File: src/rtl/vga_sync_decoder.sv
// vga_sync_decoder: recovers active-area column/row, active qualifier,
// frame-start strobe and lock status from an active-low VGA sync stream.
// Ports: i_Clk, i_Reset (async, active high); i_HSync/i_VSync and RGB in;
// o_Active, o_Col_Count, o_Row_Count, o_Frame_Start, gated RGB, o_Locked.
// Every output is 3 clocks behind the input pins.
module vga_sync_decoder #(
  parameter int VIDEO_WIDTH      = 3,
  parameter int TOTAL_COLS       = 800,
  parameter int TOTAL_ROWS       = 525,
  parameter int ACTIVE_COLS      = 640,
  parameter int ACTIVE_ROWS      = 480,
  parameter int FRONT_PORCH_HORZ = 18,
  parameter int FRONT_PORCH_VERT = 10,
  parameter int LOCK_LINES       = 4
) (
  input  logic                           i_Clk,
  input  logic                           i_Reset,
  input  logic                           i_HSync,
  input  logic                           i_VSync,
  input  logic [VIDEO_WIDTH-1:0]         i_Red_Video,
  input  logic [VIDEO_WIDTH-1:0]         i_Grn_Video,
  input  logic [VIDEO_WIDTH-1:0]         i_Blu_Video,
  output logic                           o_Active,
  output logic [$clog2(ACTIVE_COLS)-1:0] o_Col_Count,
  output logic [$clog2(ACTIVE_ROWS)-1:0] o_Row_Count,
  output logic                           o_Frame_Start,
  output logic [VIDEO_WIDTH-1:0]         o_Red_Video,
  output logic [VIDEO_WIDTH-1:0]         o_Grn_Video,
  output logic [VIDEO_WIDTH-1:0]         o_Blu_Video,
  output logic                           o_Locked
);

  localparam int HW = $clog2(2*TOTAL_COLS);
  localparam int VW = $clog2(2*TOTAL_ROWS);
  localparam int CW = $clog2(ACTIVE_COLS);
  localparam int RW = $clog2(ACTIVE_ROWS);
  localparam int GW = $clog2(LOCK_LINES+1);

  localparam int H_START =
    TOTAL_COLS - FRONT_PORCH_HORZ - ACTIVE_COLS;
  localparam int V_START =
    TOTAL_ROWS - FRONT_PORCH_VERT - ACTIVE_ROWS - 1;

  localparam logic [HW-1:0] H_MAX  = HW'(2*TOTAL_COLS-1);
  localparam logic [HW-1:0] H_TO   = HW'(2*TOTAL_COLS-2);
  localparam logic [HW-1:0] H_LINE = HW'(TOTAL_COLS-1);
  localparam logic [HW-1:0] H_LO   = HW'(H_START);
  localparam logic [HW-1:0] H_HI   = HW'(H_START+ACTIVE_COLS);

  localparam logic [VW-1:0] V_MAX   = VW'(2*TOTAL_ROWS-1);
  localparam logic [VW-1:0] V_FRAME = VW'(TOTAL_ROWS-1);
  localparam logic [VW-1:0] V_LO    = VW'(V_START);
  localparam logic [VW-1:0] V_HI    = VW'(V_START+ACTIVE_ROWS);

  localparam logic [GW-1:0] G_LAST = GW'(LOCK_LINES-1);

  typedef enum logic [1:0] {
    UNLOCKED,
    H_LOCKED,
    V_ALIGN,
    LOCKED
  } state_t;

  state_t state;
  state_t state_nxt;

  logic hs1;
  logic hs2;
  logic vs1;
  logic vs2;
  logic [VIDEO_WIDTH-1:0] r1;
  logic [VIDEO_WIDTH-1:0] g1;
  logic [VIDEO_WIDTH-1:0] b1;
  logic [VIDEO_WIDTH-1:0] r2;
  logic [VIDEO_WIDTH-1:0] g2;
  logic [VIDEO_WIDTH-1:0] b2;

  logic [HW-1:0] h_cnt;
  logic [VW-1:0] v_cnt;
  logic          v_pend;
  logic          phase_ok;
  logic [GW-1:0] good_lines;
  logic [GW-1:0] good_nxt;

  logic hs_fall;
  logic vs_fall;
  logic reload;
  logic timeout;
  logic line_good;
  logic line_bad;
  logic frame_good;

  logic          win;
  logic [CW-1:0] col_v;
  logic [RW-1:0] row_v;

  // two-stage input register; syncs idle high
  always_ff @(posedge i_Clk or posedge i_Reset) begin
    if (i_Reset) begin
      hs1 <= 1'b1;
      hs2 <= 1'b1;
      vs1 <= 1'b1;
      vs2 <= 1'b1;
      r1  <= '0;
      g1  <= '0;
      b1  <= '0;
      r2  <= '0;
      g2  <= '0;
      b2  <= '0;
    end else begin
      hs1 <= i_HSync;
      hs2 <= hs1;
      vs1 <= i_VSync;
      vs2 <= vs1;
      r1  <= i_Red_Video;
      g1  <= i_Grn_Video;
      b1  <= i_Blu_Video;
      r2  <= r1;
      g2  <= g1;
      b2  <= b1;
    end
  end

  assign hs_fall = hs2 & ~hs1;
  assign vs_fall = vs2 & ~vs1;

  // a VSync fall in the same cycle as the HSync fall counts as pending
  assign reload = hs_fall & (v_pend | vs_fall);

  // h_cnt saturates, so the timeout fires once on the step to H_MAX
  assign timeout = ~hs_fall & (h_cnt == H_TO);

  assign line_good = hs_fall & phase_ok & (h_cnt == H_LINE);
  assign line_bad  = (hs_fall & phase_ok & (h_cnt != H_LINE))
                   | timeout;

  assign frame_good = (v_cnt == V_FRAME);

  always_ff @(posedge i_Clk or posedge i_Reset) begin
    if (i_Reset) begin
      h_cnt    <= '0;
      v_cnt    <= '0;
      v_pend   <= 1'b0;
      phase_ok <= 1'b0;
    end else begin
      if (hs_fall) begin
        h_cnt <= '0;
      end else if (h_cnt != H_MAX) begin
        h_cnt <= h_cnt + 1'b1;
      end

      if (reload) begin
        v_cnt <= '0;
      end else if (hs_fall && (v_cnt != V_MAX)) begin
        v_cnt <= v_cnt + 1'b1;
      end

      if (reload) begin
        v_pend <= 1'b0;
      end else if (vs_fall) begin
        v_pend <= 1'b1;
      end

      // first edge after reset only establishes line phase
      if (hs_fall) begin
        phase_ok <= 1'b1;
      end
    end
  end

  always_ff @(posedge i_Clk or posedge i_Reset) begin
    if (i_Reset) begin
      state      <= UNLOCKED;
      good_lines <= '0;
    end else begin
      state      <= state_nxt;
      good_lines <= good_nxt;
    end
  end

  always_comb begin
    state_nxt = state;
    good_nxt  = good_lines;
    if (line_bad) begin
      state_nxt = UNLOCKED;
      good_nxt  = '0;
    end else begin
      unique case (state)
        UNLOCKED: begin
          if (line_good) begin
            if (good_lines == G_LAST) begin
              state_nxt = H_LOCKED;
              good_nxt  = '0;
            end else begin
              good_nxt = good_lines + 1'b1;
            end
          end
        end
        H_LOCKED: begin
          if (reload) begin
            state_nxt = V_ALIGN;
          end
        end
        V_ALIGN: begin
          if (reload && frame_good) begin
            state_nxt = LOCKED;
          end
        end
        LOCKED: begin
          if (reload && !frame_good) begin
            state_nxt = V_ALIGN;
          end
        end
        default: begin
          state_nxt = UNLOCKED;
          good_nxt  = '0;
        end
      endcase
    end
  end

  // window test runs on stage-2 data, aligned with h_cnt/v_cnt
  always_comb begin
    win = (state == LOCKED)
        && (h_cnt >= H_LO) && (h_cnt < H_HI)
        && (v_cnt >= V_LO) && (v_cnt < V_HI);
    col_v = '0;
    row_v = '0;
    if (win) begin
      col_v = CW'(h_cnt - H_LO);
      row_v = RW'(v_cnt - V_LO);
    end
  end

  always_ff @(posedge i_Clk or posedge i_Reset) begin
    if (i_Reset) begin
      o_Active      <= 1'b0;
      o_Col_Count   <= '0;
      o_Row_Count   <= '0;
      o_Frame_Start <= 1'b0;
      o_Red_Video   <= '0;
      o_Grn_Video   <= '0;
      o_Blu_Video   <= '0;
      o_Locked      <= 1'b0;
    end else begin
      o_Active      <= win;
      o_Col_Count   <= col_v;
      o_Row_Count   <= row_v;
      o_Frame_Start <= win && (col_v == '0)
                           && (row_v == '0);
      o_Red_Video   <= win ? r2 : '0;
      o_Grn_Video   <= win ? g2 : '0;
      o_Blu_Video   <= win ? b2 : '0;
      o_Locked      <= (state == LOCKED);
    end
  end

endmodule

File: config.mk
export PLATFORM = sky130hd
export DESIGN_NAME = vga_sync_decoder
export DESIGN_NICKNAME = d
export VERILOG_FILES = /design/src/rtl/vga_sync_decoder.sv
export SDC_FILE = /design/constraint.sdc
export NUM_CORES = 1
export LEC_CHECK = 0
export ABC_AREA = 1
export BUFFER_PORTS_ARGS = -buffer_cell sky130_fd_sc_hd__buf_2
export CORE_UTILIZATION = 55
export CTS_BUF_LIST = sky130_fd_sc_hd__clkbuf_16
export DETAILED_ROUTE_END_ITERATION = 10
export PLACE_DENSITY = 0.74
export SYNTH_ARGS = -nofsm -noshare
export SYNTH_HDL_FRONTEND = slang
export SYNTH_SLANG_ARGS = --single-unit
File: constraint.sdc
create_clock -name i_Clk -period 2.9 [get_ports i_Clk]
set_input_delay 0.29 -clock i_Clk [delete_from_list [all_inputs] [get_ports i_Clk]]
set_output_delay 0.29 -clock i_Clk [all_outputs]
set_load 0.01 [all_outputs]
==> reports/qor.yml <==
status: "complete, no violations"
io_pins: 44
synth_edf_count: 0
finalCriticalPeriod_ns: 2.229
critPathKind: "register to register"
finalMaxSlewViolations: 0
synthTopCellsByArea: "dfrtp_1, nand2_1, inv_1, nor2_2, nor2_1"
routed_wl_um: 7290
cp_top_family: "simple AND/OR/NAND/NOR gates"
syn2layout_area_growth_pct: 15.04
timing.slew.headroom: 0.4978
synth_fp_nets: 445
hold_violations: 0
tns_ns: 0
fill_cells: 542
die_h_um: 85.52
path_cells: "ha_1, nand2_1, nand2_2, nor2_4, nor2_2, nor2_2, nor2_4, nand2_4, clkinv_2, o41ai_1, nand2_1, nor2_1"
port_buffers: 43
start_kind: "register"
core_mm2: 0.006756
worst_pin_slew_ns: 0.7524
synthArstFlopShare: 1.000
num_vias: 2945
worst-path-buf-inv: 1
start_util: 0.5678
ys.flop_type: "dfrtp_1"
synthCells: 422
cts_tree: "yes"
rrSetupSlack_ns: 0.67
grt_pass1_vias: 2758
holdCritPathClass: "input port to register"
cts_inserted_buffers: 9
wl_per_cell_um: 13.14
clockBufferDepth: 2
drtIter0Drc: 261
p_per_area_mw_per_mm2: 668.0
remaining_drc_errors: 0
dp_hpwl_um: 5271
drive_above_1_share: 0.2463
cts_resized: 0
avgSynthCellArea_um2: 9.090
max_stage_delay_ns: 0.47
worstSkewPairLatency_ns: 0.34
holdBufCountCts: 0
clk_pin_slew_ns: 0.06
globalplace.congestion: 0.9309
cp.arrival_ns: 2.49
clock-skew-final_ns: 0.008877
root_buffer: "clkbuf_16"
vdd_drop_max_uv: 522.2
fmax_ghz: 0.4485
drt_pass1_iterations: 6
dieArea_mm2: 0.007313
grt_use_total: 0.2200
die_x_um: 85.52
vias_per_cell: 5.306
postRouteAntennaNets: 0
htreeDepth: 3
placed_area_mm2: 0.004101
clock-sinks: 82
antenna_found_initial: 0
crit_path_end_kind: "register"
grt_max_degree: 48
finalSetupViolCount: 0
design_area_mm2: 0.004413
critPathMaxFanout: 31
syn-cell-area_mm2: 0.003836
fin_nets: 493
rsz0062_at_grt: "no"
power_w: 0.002948
slowest_stage: "dfrtp_1"
cp.required_ns: 3.17
synth_cell_type_count: 43
antenna_cells: 0
yosysTopAreaCellShare: 0.5088
grt_pass1_wl_um: 12490
yosys.area.top_type: "dfrtp_1"
p_leak_nw: 2.415
maxCapViolations: 0
min_period_over_period: 0.7688
num_rows: 30
synth-warning-count: 0
yosysSeqAreaShare: 0.5362
cts_setup_buffers: 0
grt_overflow_total: 0
ys_seq_elements: 82
[worst reg2reg max path: cells and delay by family (launching register included)]
kind | cells | cell delay, ns
compound gates | 1 | 0.09
flops | 1 | 0.47
buf+inv | 1 | 0.14
simple gates | 9 | 1.18
fa+ha+maj | 1 | 0.28
[cells in the mapped netlist, types with 2 or more instances]
cell type  count
a21oi_2        2
nor2_1        37
nor3_2         2
nand3b_1       2
nand4_1        6
nor2_2        23
inv_2          7
a21oi_1       17
dfrtp_1       78
dfstp_2        4
o211ai_1       5
nand3_1       24
buf_6          4
o41ai_1        2
inv_1         52
nand2_2        4
nor2_4         5
nand2_1       77
o21ai_2        2
o21ai_1        3
o21ai_0       14
xor2_1         7
nor3_1        14
ha_1          10
buf_2          2
a211oi_1       2
[per-stage QoR]
step	std cells	util	hold slack, ns	setup WS, ns
detailed placement	539	0.6070	0.3347	0.6974
CTS	555	0.6531	0.04369	0.6768
global placement	539	0.6070	0.3323	0.7843
floorplan	422	-	0.2945	0.5082
global route	555	0.6531	0.04071	0.4535
finish	555	0.6531	0.05184	0.6705
[cell families after synthesis]
family	after synthesis	synth area share
xor gates and xnor gates	7	0.01598
buffers and inverters	69	0.07795
and+or+nand+nor	200	0.2518
DFF	82	0.5362
AOI/OAI and AO/OA	54	0.08546
adders and majority gates	10	0.03262
[where the power goes]
part           internal, W  switching, W  total (W)
clock network     0.000684      0.000472    0.00116
registers          0.00123     0.0000871    0.00132
logic             0.000170      0.000304   0.000474
[registers in the layout (all words and copies together), names as in the netlist, 9 cells and up]
name / cells
o_Col_Count: 10
h_cnt: 11
o_Row_Count: 9
v_cnt: 11
[layout by cell type, fill, tap and decap left out, types with 2 or more instances in the layout]
cell type / n
nor3_1: 14
o21ai_1: 3
nor3_2: 2
clkbuf_16: 9
dfstp_2: 4
o21ai_2: 2
nor2_4: 5
buf_4: 2
o211ai_1: 5
o21ai_0: 14
a21oi_2: 2
ha_1: 10
nand3b_1: 2
dfrtp_1: 78
o41ai_1: 2
a21oi_1: 17
inv_2: 7
nand2_1: 77
clkinv_2: 2
nand3_1: 24
inv_1: 51
inv_8: 2
a211oi_1: 2
nor2_2: 23
clkinv_4: 2
nand4_1: 6
nand2_2: 4
buf_2: 43
xor2_1: 7
nor2_1: 37
[routing by layer]
layer	up-vias	routed length (µm)	part of all wire	GRT usage
met2	120	3455	0.47	0.3571
met3	16	463	0.064	0.05871
met1	1366	3250	0.45	0.2898
met4	0	120	0.016	0.07273
met5	-	0	0	0
li1	1443	-	-	-
[layout make-up]
class | count | area, µm² | area share
Inverter | 61 | 234.0 | 0.05302
Clock buffer | 9 | 225.2 | 0.05103
Clock inverter | 7 | 86.33 | 0.01956
Timing Repair Buffer | 45 | 230.2 | 0.05217
Multi-Input combinational cell | 271 | 1480 | 0.3354
Sequential cell | 82 | 2057 | 0.4661
Tap cell | 80 | 100.1 | 0.02268
[final timing paths]
path,from,to,cells past startpoint
max,h_cnt[1]$_DFFE_PP0P_,o_Frame_Start$_DFF_PP0_,12
min,i_VSync,vs1$_DFF_PP1_,1
max reg2reg,h_cnt[1]$_DFFE_PP0P_,o_Frame_Start$_DFF_PP0_,12
min reg2reg,r1[0]$_DFF_PP0_,r2[0]$_DFF_PP0_,0
max in group asynchronous,i_Reset,hs2$_DFF_PP1_,3
min in group asynchronous,i_Reset,v_cnt[6]$_DFFE_PP0P_,2
(Power assumes the default switching activity.)
